<file path="src/rtl/vga_scan_out.sv">
// Raster timing generator and registered VGA DAC output stage.
// Produces DrawX/DrawY for the colour mapper, registers the mapper's RGB one
// pixel later together with sync/blank, and strobes once per frame.
module vga_scan_out #(
  parameter int unsigned CLK_DIV   = 2,
  parameter int unsigned H_VISIBLE = 640,
  parameter int unsigned H_FRONT   = 16,
  parameter int unsigned H_SYNC    = 96,
  parameter int unsigned H_BACK    = 48,
  parameter int unsigned V_VISIBLE = 480,
  parameter int unsigned V_FRONT   = 10,
  parameter int unsigned V_SYNC    = 2,
  parameter int unsigned V_BACK    = 33
) (
  input  logic       Clk,
  input  logic       Reset_n,
  input  logic [7:0] Red_in,
  input  logic [7:0] Green_in,
  input  logic [7:0] Blue_in,
  output logic [9:0] DrawX,
  output logic [9:0] DrawY,
  output logic       pixel_en,
  output logic [7:0] VGA_R,
  output logic [7:0] VGA_G,
  output logic [7:0] VGA_B,
  output logic       VGA_HS,
  output logic       VGA_VS,
  output logic       VGA_BLANK_N,
  output logic       VGA_SYNC_N,
  output logic       frame_start
);

  localparam int unsigned CNT_W    = 10;
  localparam int unsigned COL_W    = 8;
  localparam int unsigned DIV_W    = (CLK_DIV > 1) ? $clog2(CLK_DIV) : 1;
  localparam int unsigned H_TOTAL  = H_VISIBLE + H_FRONT + H_SYNC + H_BACK;
  localparam int unsigned V_TOTAL  = V_VISIBLE + V_FRONT + V_SYNC + V_BACK;
  localparam int unsigned HS_START = H_VISIBLE + H_FRONT;
  localparam int unsigned HS_LAST  = HS_START + H_SYNC - 1;
  localparam int unsigned VS_START = V_VISIBLE + V_FRONT;
  localparam int unsigned VS_LAST  = VS_START + V_SYNC - 1;

  logic [DIV_W-1:0] div_q, div_d;
  logic             pe_q, pe_d;
  logic [CNT_W-1:0] hc_q, hc_d;
  logic [CNT_W-1:0] vc_q, vc_d;
  logic [COL_W-1:0] r_q, r_d, g_q, g_d, b_q, b_d;
  logic             hs_q, hs_d, vs_q, vs_d, bn_q, bn_d;
  logic             fs_q, fs_d;
  logic             hs_raw_c, vs_raw_c, vis_c;

  // Raw sync/visible decode of the current scan position.
  always_comb begin
    hs_raw_c = !((hc_q >= CNT_W'(HS_START)) && (hc_q <= CNT_W'(HS_LAST)));
    vs_raw_c = !((vc_q >= CNT_W'(VS_START)) && (vc_q <= CNT_W'(VS_LAST)));
    vis_c    = (hc_q < CNT_W'(H_VISIBLE)) && (vc_q < CNT_W'(V_VISIBLE));
  end

  // Next-state: pixel divider, scan counters and the pixel-rate output stage.
  always_comb begin
    div_d = (div_q == DIV_W'(CLK_DIV - 1)) ? '0 : div_q + DIV_W'(1);
    pe_d  = (div_q == DIV_W'(CLK_DIV - 1));
    hc_d  = hc_q;
    vc_d  = vc_q;
    r_d   = r_q;
    g_d   = g_q;
    b_d   = b_q;
    hs_d  = hs_q;
    vs_d  = vs_q;
    bn_d  = bn_q;
    fs_d  = pe_q && (hc_q == '0) && (vc_q == CNT_W'(V_VISIBLE));
    if (pe_q) begin
      if (hc_q == CNT_W'(H_TOTAL - 1)) begin
        hc_d = '0;
        vc_d = (vc_q == CNT_W'(V_TOTAL - 1)) ? '0 : vc_q + CNT_W'(1);
      end else begin
        hc_d = hc_q + CNT_W'(1);
      end
      hs_d = hs_raw_c;
      vs_d = vs_raw_c;
      bn_d = vis_c;
      r_d  = vis_c ? Red_in   : '0;
      g_d  = vis_c ? Green_in : '0;
      b_d  = vis_c ? Blue_in  : '0;
    end
  end

  // State registers; reset parks the scan at (0,0) with syncs idle.
  always_ff @(posedge Clk or negedge Reset_n) begin
    if (!Reset_n) begin
      div_q <= '0;
      pe_q  <= 1'b0;
      hc_q  <= '0;
      vc_q  <= '0;
      r_q   <= '0;
      g_q   <= '0;
      b_q   <= '0;
      hs_q  <= 1'b1;
      vs_q  <= 1'b1;
      bn_q  <= 1'b0;
      fs_q  <= 1'b0;
    end else begin
      div_q <= div_d;
      pe_q  <= pe_d;
      hc_q  <= hc_d;
      vc_q  <= vc_d;
      r_q   <= r_d;
      g_q   <= g_d;
      b_q   <= b_d;
      hs_q  <= hs_d;
      vs_q  <= vs_d;
      bn_q  <= bn_d;
      fs_q  <= fs_d;
    end
  end

  assign DrawX       = hc_q;
  assign DrawY       = vc_q;
  assign pixel_en    = pe_q;
  assign VGA_R       = r_q;
  assign VGA_G       = g_q;
  assign VGA_B       = b_q;
  assign VGA_HS      = hs_q;
  assign VGA_VS      = vs_q;
  assign VGA_BLANK_N = bn_q;
  assign VGA_SYNC_N  = 1'b0;
  assign frame_start = fs_q;

endmodule

</file>
<file path="config.mk">
export PLATFORM = sky130hd
export DESIGN_NAME = vga_scan_out
export DESIGN_NICKNAME = d
export VERILOG_FILES = /design/src/rtl/vga_scan_out.sv
export SDC_FILE = /design/constraint.sdc
export NUM_CORES = 1
export LEC_CHECK = 0
export BUFFER_PORTS_ARGS = -buffer_cell sky130_fd_sc_hd__buf_2
export CAP_MARGIN = 0
export CORE_ASPECT_RATIO = 1.2
export CORE_MARGIN = 2
export CORE_UTILIZATION = 40
export CTS_CLUSTER_DIAMETER = 30
export CTS_CLUSTER_SIZE = 30
export DETAILED_ROUTE_END_ITERATION = 7
export PLACE_DENSITY = 0.69
export REMOVE_ABC_BUFFERS = 1
export SETUP_SLACK_MARGIN = 0.15
export SKIP_CTS_REPAIR_TIMING = 1
export SYNTH_ARGS = -nofsm -noshare
export SYNTH_HDL_FRONTEND = slang
export SYNTH_SLANG_ARGS = --single-unit
</file>
<file path="constraint.sdc">
create_clock -name Clk -period 2 [get_ports Clk]
set_clock_uncertainty 0.1 [all_clocks]
set_input_delay 0.2 -clock Clk [delete_from_list [all_inputs] [get_ports Clk]]
set_output_delay 0.2 -clock Clk [all_outputs]
set_load 0.01 [all_outputs]
</file>
Yosys cells after proc, flatten, opt, wreduce, memory -nomap -nowiden
Index checks and enable logic that the tools add are counted.

operators by class
  $add $sub $neg = 3
  multipliers = 0
  div/mod/pow operators = 0
  magnitude comparators = 6
  equal/unequal tests = 3
  shifts and indexed selects = 0
  muxes and demuxes = 6
  bitwise operators = 0
  reductions and logical operators = 9

operators with widths
  operator                                                                        number
  8-bit 2-to-1 mux                                                                3
  10-bit by 1-bit adder with 10-bit output (second input constant)                2
  10-bit == test (second input constant)                                          2
  10-bit 2-to-1 mux                                                               2
  10-bit by 9-bit == test with 1-bit output (second input constant)               1
  10-bit >= comparator (second input constant)                                    1
  10-bit by 9-bit >= comparator with 1-bit output (second input constant)         1
  10-bit <= comparator (second input constant)                                    1
  10-bit by 9-bit <= comparator with 1-bit output (second input constant)         1
  10-bit zero test                                                                1
  10-bit less-than comparator (second input constant)                             1
  10-bit by 9-bit less-than comparator with 1-bit output (second input constant)  1
  1-bit logical AND                                                               5
  1-bit zero test                                                                 2
  2-bit AND reduction                                                             1
  1-bit adder (second input constant)                                             1
  1-bit 2-to-1 mux                                                                1

word-level totals
  bits in registers = 50
  bits in latches = 0
  RAM bits = 0
  ROM bits = 0
  input port bits = 26
  output and inout bits = 50
  logic and storage cells = 38
  memories kept = 0

Depth between registers and ports, before layout
Gate-level depths: netlist of run 1.

  depth after elaboration = 3
  gate-level depth with buffers = 6
  depth with buffers taken out = 6

Worst setup path after synthesis of run 1
No wires, ideal clock.

  kind = reg2reg
  start = register hc_q[5] (netlist: DrawX[5])
  end = register vc_q[4] (netlist: DrawY[4])
  setup time = 0.066 ns
  data arrival time = 1.919 ns
  data required time = 1.834 ns
  path slack = -0.085 ns
  stages on the path, launching flop included = 6
  path buffers = 1
  period minus slack after synthesis = 2.085 ns
  cell sequence = dfrtp_1 > or3_4 > or3_1 > clkbuf_2 > or4_1 > nand2_1

on the way
  cells in the longest elaborated chain, start to end = 2

ends and longest elaborated chain
  what                                  line  RTL
  from (decl)                           45    logic [CNT_W-1:0] hc_q, hc_d;
  from (signal assigned)                93    hc_q <= '0;
  from (signal assigned)                105   hc_q <= hc_d;
  10-bit == test                        73    if (hc_q == CNT_W'(H_TOTAL - 1)) begin
  2-bit AND reduction (no source line)  --
  to (signal assigned)                  106   vc_q <= vc_d;
  to (decl)                             46    logic [CNT_W-1:0] vc_q, vc_d;

No other way between the ends.
A chain may end at the register's enable or synchronous reset.

Worst setup path after layout of run 1
  start = register hc_q[0] (netlist: DrawX[0])
  end = register vc_q[0] (netlist: DrawY[0])

The elaborated chain is that of the path after synthesis.

==> results of run 1 <==
## metrics by stage
| stage | total power [mW] | setup WS [ns] | utilization (%) |
|---|---|---|---|
| 2_1_floorplan | 1.105 | -0.04884 | - |
| 3_3_place_gp | 1.182 | 0.1446 | 51.53 |
| 3_5_place_dp | 1.184 | 0.1230 | 51.53 |
| 4_1_cts | 1.898 | 0.08911 | 53.69 |
| 5_1_grt | 1.957 | 0.1334 | 54.89 |
| 6_report | 1.879 | 0.2002 | 54.89 |
## critical path, delay by kind of cell, from the launching register on
family                   cells  cell delay (ns)
adder cells (fa/ha/maj)      1             0.21
multiplexers                 1             0.17
flip-flops                   1             0.40
buffers and inverters        1             0.16
AND/OR/NAND/NOR              3             0.70
## metal layers
layer | vias to the layer above | wire length, um
met3 | 9 | 196
met2 | 43 | 2659
met1 | 878 | 2181
met5 | - | 0
met4 | 0 | 91
li1 | 859 | -
## worst paths after layout
path / start / slack (ns) / end / cells past startpoint
setup / recovery: DrawX[0]$_DFFE_PN0P_ / 0.20 / DrawY[0]$_DFFE_PN0P_ / 6
hold / removal: Blue_in[4] / 0.02 / VGA_B[4]$_DFFE_PN0P_ / 2
setup reg to reg: DrawX[0]$_DFFE_PN0P_ / 0.20 / DrawY[0]$_DFFE_PN0P_ / 6
hold reg to reg: div_q$_DFF_PN0_ / 0.29 / pixel_en$_DFF_PN0_ / 0
max in group asynchronous: Reset_n / 0.85 / VGA_VS$_DFFE_PN1P_ / 3
min in group asynchronous: Reset_n / 0.34 / DrawX[6]$_DFFE_PN0P_ / 2
## sequential cells by signal, indices dropped and copies added, names as in the netlist
name,count
DrawX,10
VGA_B,8
VGA_G,8
DrawY,10
pixel_en,1
frame_start,1
VGA_VS,1
div_q,1
VGA_R,8
VGA_HS,1
VGA_BLANK_N,1
## cells in the mapped netlist, types with 2 or more instances
library cell / instances
nor3_1: 6
clkbuf_1: 6
nand2b_1: 2
nand4_1: 7
ha_1: 5
dfstp_2: 2
dfrtp_1: 48
nor4_1: 2
a22o_1: 25
and3_1: 5
xor2_1: 3
or4_1: 2
xnor2_1: 7
a21oi_1: 2
nand3_1: 7
o21ai_0: 10
nand2_1: 9
inv_1: 6
nor2_1: 7
a21o_1: 2
## power breakdown
group | leakage, nW | total (mW) | internal [mW] | switching (mW)
clock network | 0.0585 | 0.711 | 0.375 | 0.336
registers | 0.616 | 1.05 | 1.03 | 0.0138
logic | 0.753 | 0.119 | 0.0627 | 0.0564
## cell type report
class	count	share of cell area, %
clock buffer	5	2.400
clock inverter	3	1.527
inverter	6	0.7853
multi-input combinational	119	29.41
sequential	50	43.72
tap	62	2.705
timing repair buffer	96	19.46
## layout by cell type, fill, tap and decap left out, types with 2 or more instances in the layout
| cell type | netlist | layout |
|---|---|---|
| a21o_1 | 2 | 2 |
| or3_4 | 1 | 2 |
| o21ai_0 | 10 | 10 |
| dlygate4sd3_1 | 0 | 4 |
| nand3_1 | 7 | 7 |
| nand4_1 | 7 | 7 |
| inv_1 | 6 | 5 |
| or4_1 | 2 | 2 |
| a22o_1 | 25 | 25 |
| buf_2 | 0 | 74 |
| a21oi_1 | 2 | 2 |
| ha_1 | 5 | 4 |
| nand2_1 | 9 | 9 |
| and3_1 | 5 | 5 |
| buf_4 | 1 | 17 |
| clkbuf_8 | 0 | 5 |
| xor2_1 | 3 | 3 |
| dfstp_2 | 2 | 2 |
| nor2_1 | 7 | 6 |
| dfrtp_1 | 48 | 48 |
| nor3_1 | 6 | 6 |
| nand2b_1 | 2 | 2 |
| nor4_1 | 2 | 2 |
| xnor2_1 | 7 | 7 |
## kinds of logic after synthesis
kind of cell,Yosys count,share of synthesized area (%)
compound gates,42,14.99
xor+xnor,10,4.084
fa+ha+maj,5,2.917
buf+inv,14,2.684
flops,50,58.46
mux,2,0.9918
other cells,1,0.1749
simple gates,59,15.70
==> qor.yml, run 1 <==
crit_chain: "ha_2 -> nand4_1 -> or3_4 -> buf_4 -> nor2_1 -> mux2_2"
required_ns: 2.14
p_leak_nw: 1.428
rsz0062_at_grt: "yes"
critPathMaxStageDelay_ns: 0.40
grt_busiest_layer: "met2"
viasPerCell: 5.246
tightest_slew_ns: 0.6144
path_class: "reg -> reg"
drt_iter0_drc: 68
max-cap-violations: 0
grt_max_degree: 27
async_flop_share_pct: 100.0
ys.warnings.count: 0
ant_nets: 0
clock_path_buffers: 2
ys.flop_type: "dfrtp_1"
grt_use_met3_pct: 2.641
fillers: 499
grt_pass1_vias: 1663
io_pins: 76
hold_violations: 0
seqCellArea_sq_um: 1254
post_dp_cell_area_sq_um: 2693
synth_seq_area_share_pct: 58.46
cts_tree: "done"
design.die.area_sq_um: 5965
slew_viol_final: 0
multi_input_area_sq_um: 843.3
grt_use_total_pct: 17.10
holdCritPathClass: "in -> reg"
synth_edf_count: 0
clkLatencyLatePin_ns: 0.30
cp_data_arrival_time_ns: 1.94
clk_pin_slew_ns: 0.09
clock_sinks: 50
vdd_drop_max_uv: 420.8
synth_top_cells_by_area: "dfrtp_1 56%, a22o_1 10%, ha_1 2.9%, xnor2_1 2.9%, dfstp_2 2.5%"
post-place-cells: 327
synth_area_leader_cell: "dfrtp_1"
stdcell_area_sq_um: 2868
dp_hpwl_um: 3660
stdcell_count: 341
slowest_stage: "dfrtp_1"
timing.final.setup_violations: 0
first_pass_iters: 4
final_nets: 309
finalCritPeriodShare_pct: 89.99
area_delta_synth_final_pct: 33.72
clock_tree.root_cell: "clkbuf_8"
grt_pass1_wl_um: 8079
grt_util_met2_pct: 28.21
rows: 29
run_status: "finished, final reports clean"
relSlewSlack_pct: 59.04
finalCriticalPeriod_ns: 1.800
initial_core_util_pct: 41.04
via_count: 1789
grt_remaining_overflow: 0
fp.dieH_um: 84.21
yosysUniqueCellTypes: 40
grt_antenna_before_repair: 0
synth_area_sq_um: 2145
syn_avg_cell_area_sq_um: 11.72
portBuffers: 74
netlist_instances: 183
h-tree-depth: 2
wl_per_cell_um: 15.04
fin_setup_tns_ns: 0
core_sq_um: 5225
fmaxAchievable_mhz: 555.6
met1_usage_pct: 22.39
cp_max_fo: 6
layout-drive-gt1-share_pct: 40.50
synth-seq-cells: 50
cts_buffers: 5
drt_wl_total_um: 5128
power.density_nw_per_um2: 655.1
fp.dieW_um: 70.84
finalWeightedCongestion: 0.8520
critical_path.endpoint_type: "register"
synth_top_area_share_pct: 56.01
start_kind: "register"
whs_ns: 0.01550
num_antenna_cells: 0
drc: 0
(Power assumes the default switching activity.)
==> inputs of run 2 (changes only) <==
--- a/config.mk
+++ b/config.mk
@@ -7,13 +7,12 @@
 export LEC_CHECK = 0
 export BUFFER_PORTS_ARGS = -buffer_cell sky130_fd_sc_hd__buf_2
 export CAP_MARGIN = 0
-export CORE_ASPECT_RATIO = 1.2
+export CORE_ASPECT_RATIO = 0.9
 export CORE_MARGIN = 2
-export CORE_UTILIZATION = 40
+export CORE_UTILIZATION = 29
 export CTS_CLUSTER_DIAMETER = 30
 export CTS_CLUSTER_SIZE = 30
 export DETAILED_ROUTE_END_ITERATION = 7
-export PLACE_DENSITY = 0.69
 export REMOVE_ABC_BUFFERS = 1
 export SETUP_SLACK_MARGIN = 0.15
 export SKIP_CTS_REPAIR_TIMING = 1
==> run 2 against run 1 <==
  * Global-route usage fell by 3.8 points
  * Sequential power barely moved
  * Combinational power increased by 7%
  * Routed wire length up 7.0%
  * Clock power fell by 14%
  * Sequential share of layout area is 2.0 points lower
  * Utilization fell by 13 points
  * Sequential cell count stayed put
  * Critical path type unchanged
  * Highest routed layer unchanged
==> qor.yml, run 2 (same netlist as run 1, synthesis figures left out) <==
run_status: "finished, final reports clean"
drt_iter0_drc: 50
relSlewSlack_pct: 63.44
holdCritPathClass: "in -> reg"
clk_pin_slew_ns: 0.10
core_sq_um: 7112
viasPerCell: 4.773
tightest_slew_ns: 0.5483
fp.dieH_um: 85.58
layout-drive-gt1-share_pct: 42.27
grt_remaining_overflow: 0
h-tree-depth: 2
p_leak_nw: 1.465
grt_antenna_before_repair: 0
cts_tree: "done"
final_cell_mix: "74 x buf_2, 48 x dfrtp_1, 25 x a22o_1"
crit_chain: "or3_4 -> or3_4 -> or4_1 -> nand2_1"
pre_cts_slack_ns: 0.1155
ant_nets: 0
final_nets: 321
required_ns: 2.15
setup_slack_ns: 0.2005
io_pins: 76
fp.dieW_um: 94.65
rows: 29
grt_pass1_wl_um: 8438
cp_data_arrival_time_ns: 1.95
clock_sinks: 50
area_delta_synth_final_pct: 40.02
dp_hpwl_um: 3770
vdd_drop_max_uv: 226.6
via_count: 1833
totalPowerFinal_mw: 1.784
slowest_stage: "or3_4"
fmaxAchievable_mhz: 555.7
drc: 0
design.die.area_sq_um: 8100
clkLatencyLatePin_ns: 0.30
drt_wl_total_um: 5485
finalWeightedCongestion: 0.8267
start_kind: "register"
critPathMaxStageDelay_ns: 0.40
finalCritPeriodShare_pct: 89.98
wl_per_cell_um: 14.28
grt_max_degree: 30
hold_violations: 0
utilization_pct: 42.22
fillers: 712
max-cap-violations: 0
cts_buffers: 5
grt_pass1_vias: 1726
cp_common_cell: "or3_4"
finalCriticalPeriod_ns: 1.800
cp_max_fo: 3
first_pass_iters: 4
slew_viol_final: 0
portBuffers: 74
final_common_cell: "buf_2"
path_class: "reg -> reg"
power.density_nw_per_um2: 594.0
whs_ns: 0.01011
num_antenna_cells: 0
grt_use_total_pct: 13.26
rsz0062_at_grt: "yes"
initial_core_util_pct: 30.15
clock_path_buffers: 2
timing.final.setup_violations: 0
clock_tree.root_cell: "clkbuf_8"
critical_path.endpoint_type: "register"
-- run 2: final timing paths --
kind | startpoint | endpoint | slack [ns] | cells past startpoint
hold / removal | Red_in[4] | VGA_R[4]$_DFFE_PN0P_ | 0.01 | 2
hold reg to reg | div_q$_DFF_PN0_ | pixel_en$_DFF_PN0_ | 0.29 | 0
setup reg to reg | DrawX[6]$_DFFE_PN0P_ | DrawY[4]$_DFFE_PN0P_ | 0.20 | 4
setup / recovery | DrawX[6]$_DFFE_PN0P_ | DrawY[4]$_DFFE_PN0P_ | 0.20 | 4
max in group asynchronous | Reset_n | VGA_VS$_DFFE_PN1P_ | 0.89 | 3
min in group asynchronous | Reset_n | DrawX[3]$_DFFE_PN0P_ | 0.32 | 2
-- run 2: routing by layer --
metal	global-route usage, %	up-vias	routed length (um)
li1	-	882	-
met3	3.163	7	215
met2	21.15	41	2553
met5	0	-	0
met4	4.348	0	56
met1	17.82	903	2659
-- run 2: cell type report --
cell class / count / area [sq um] / share of cell area, %
clock buffers: 5 / 68.82 / 2.292
clock inverters: 3 / 23.77 / 0.7917
flip-flops and latches: 50 / 1254 / 41.75
multi-input cells: 119 / 857.1 / 28.54
repair buffers: 108 / 660.6 / 22.00
inverters: 6 / 22.52 / 0.7500
well taps: 93 / 116.4 / 3.875
-- run 2: critical path: cells and delay by family, from the launching register on --
kind | cells | cell delay, ns
DFF | 1 | 0.39
and+or+nand+nor | 4 | 1.27
-- run 2: power breakdown --
part / switching (mW) / internal [mW] / total [mW] / leakage [nW]
Clock: 0.359 / 0.251 / 0.610 / 0.0408
Sequential: 0.0123 / 1.03 / 1.05 / 0.616
Combinational: 0.0576 / 0.0691 / 0.127 / 0.808
Total: 0.429 / 1.35 / 1.78 / 1.47
-- run 2: through the flow --
step / TNS (ns) / instances / instance area, sq um
2_1_floorplan: -0.06683 / 175 / 2110
3_3_place_gp: 0 / 359 / 2739
3_5_place_dp: 0 / 359 / 2739
4_1_cts: 0 / 367 / 2831
5_1_grt: 0 / 384 / 3003
6_report: 0 / 384 / 3003
==> inputs of run 3 (changes only) <==
--- a/config.mk
+++ b/config.mk
@@ -7,7 +7,6 @@
 export LEC_CHECK = 0
 export BUFFER_PORTS_ARGS = -buffer_cell sky130_fd_sc_hd__buf_2
 export CAP_MARGIN = 0
-export CORE_ASPECT_RATIO = 0.9
 export CORE_MARGIN = 2
 export CORE_UTILIZATION = 29
 export CTS_CLUSTER_DIAMETER = 30
==> run 3 against run 2 <==
  * Register-to-register slack better by 0.02 ns
  * Largest cell class unchanged
  * Combinational power is 11% lower
  * Final cell count is 1.6% lower
  * Hold slack worse by 0.0072 ns
==> qor.yml, run 3 (same netlist as run 1, synthesis figures left out) <==
run_status: "finished, final reports clean"
h-tree-depth: 2
hold_violations: 0
finalWeightedCongestion: 0.8094
design.die.area_sq_um: 8099
ant_nets: 0
clkLatencyLatePin_ns: 0.30
min_to: "VGA_B[4]$_DFFE_PN0P_"
drt_wl_total_um: 5190
holdCritPathClass: "in -> reg"
viasPerCell: 4.643
relSlewSlack_pct: 57.63
cp_max_fo: 3
rr_worst_depth: 4
grt_pass1_vias: 1673
r2r-end: "DrawY[4]$_DFFE_PN0P_"
drt_iter0_drc: 99
wl_per_cell_um: 13.73
slew_viol_final: 0
final_cell_mix: "74 x buf_2, 48 x dfrtp_1, 25 x a22o_1"
tightest_slew_ns: 0.6355
rsz0062_at_grt: "yes"
grt_remaining_overflow: 0
fin_setup_tns_ns: 0
dp_hpwl_um: 3649
final_nets: 309
cp_data_arrival_time_ns: 1.93
power.density_nw_per_um2: 618.6
clock_tree.root_cell: "clkbuf_8"
num_antenna_cells: 0
finalCritPeriodShare_pct: 89.05
clk_pin_slew_ns: 0.10
core_sq_um: 7214
p_leak_nw: 1.413
via_count: 1755
utilization_pct: 39.91
timing.final.setup_violations: 0
r2r-start: "DrawX[5]$_DFFE_PN0P_"
initial_core_util_pct: 29.73
cts_tree: "done"
clock_sinks: 50
required_ns: 2.15
fmaxAchievable_mhz: 561.5
clock_path_buffers: 2
post_dp_cell_area_sq_um: 2731
cts_buffers: 5
io_pins: 76
portBuffers: 74
drc: 0
fillers: 742
fp.dieW_um: 90.00
grt_antenna_before_repair: 0
vdd_drop_max_uv: 294.8
final_common_cell: "buf_2"
first_pass_iters: 4
whs_ns: 0.002950
critical_path.endpoint_type: "register"
rows: 31
finalCriticalPeriod_ns: 1.781
area_delta_synth_final_pct: 34.25
stdcell_area_sq_um: 2879
fp.dieH_um: 90.00
hold_path_depth: 2
grt_pass1_wl_um: 8590
r2r_slack_ns: 0.22
totalPowerFinal_mw: 1.781
min_from: "Blue_in[4]"
max-cap-violations: 0
grt_max_degree: 51
start_kind: "register"
path_class: "reg -> reg"
grt_use_total_pct: 13.12
layout-drive-gt1-share_pct: 40.86
-- run 3: cell count changes in the layout (fill, tap and decap cells not counted), sizes merged --
cell         previous run  this run
clkinv                  0         1
inv                     7         6
clkbuf                  5         6
buf                    99        94
dlygate4sd3             9         2
clkinvlp                2         1
-- run 3: worst max-delay path, stage by stage, from the launching register on --
cell	delay, ns
dfrtp_1	0.38
or3_4	0.39
or3_1	0.39
or4_1	0.40
nand2_1	0.07
-- run 3: area by class of cell --
type                            count  area, sq um  share of cell area [%]
Clock buffer                        6        82.58                   2.868
Multi-Input combinational cell    119        843.3                   29.29
Inverter                            6        22.52                  0.7823
Timing Repair Buffer               96        540.5                   18.77
Sequential cell                    50         1254                   43.55
Tap cell                           99        123.9                   4.302
Clock inverter                      2        12.51                  0.4346
-- run 3: worst max path at each step --
| stage | from | endpoint | slack [ns] | cells past startpoint |
|---|---|---|---|---|
| floorplan | DrawX[5]$_DFFE_PN0P_ | DrawY[4]$_DFFE_PN0P_ | -0.05 | 4 |
| global placement | DrawX[5]$_DFFE_PN0P_ | DrawY[4]$_DFFE_PN0P_ | 0.13 | 4 |
| detailed placement | DrawX[5]$_DFFE_PN0P_ | DrawY[4]$_DFFE_PN0P_ | 0.12 | 4 |
| CTS | DrawX[5]$_DFFE_PN0P_ | DrawY[4]$_DFFE_PN0P_ | 0.10 | 4 |
| global route | DrawX[0]$_DFFE_PN0P_ | DrawY[3]$_DFFE_PN0P_ | 0.07 | 7 |
| finish | DrawX[5]$_DFFE_PN0P_ | DrawY[4]$_DFFE_PN0P_ | 0.22 | 4 |
-- run 3: report_power, final --
group | total (mW) | leakage (nW) | switching, mW | internal, mW
Clock | 0.621 | 0.0472 | 0.342 | 0.279
Combinational | 0.113 | 0.749 | 0.0558 | 0.0575
Sequential | 1.05 | 0.616 | 0.0121 | 1.03
-- run 3: per-stage QoR --
stage	worst slack, ns	instances
after global routing	0.07132	378
after global placement	0.1305	365
final	0.2190	378
after CTS	0.1019	373
after floorplan	-0.04884	175
after detailed placement	0.1244	365
-- run 3: routing by layer --
layer | up-vias | global-route usage (%) | share of wire (%) | routed length, um
met3 | 7 | 2.515 | 3.8 | 195
li1 | 855 | - | - | -
met4 | 0 | 4.744 | 1.7 | 87
met5 | - | 0 | 0 | 0
met2 | 43 | 20.52 | 48 | 2475
met1 | 850 | 18.24 | 47 | 2431
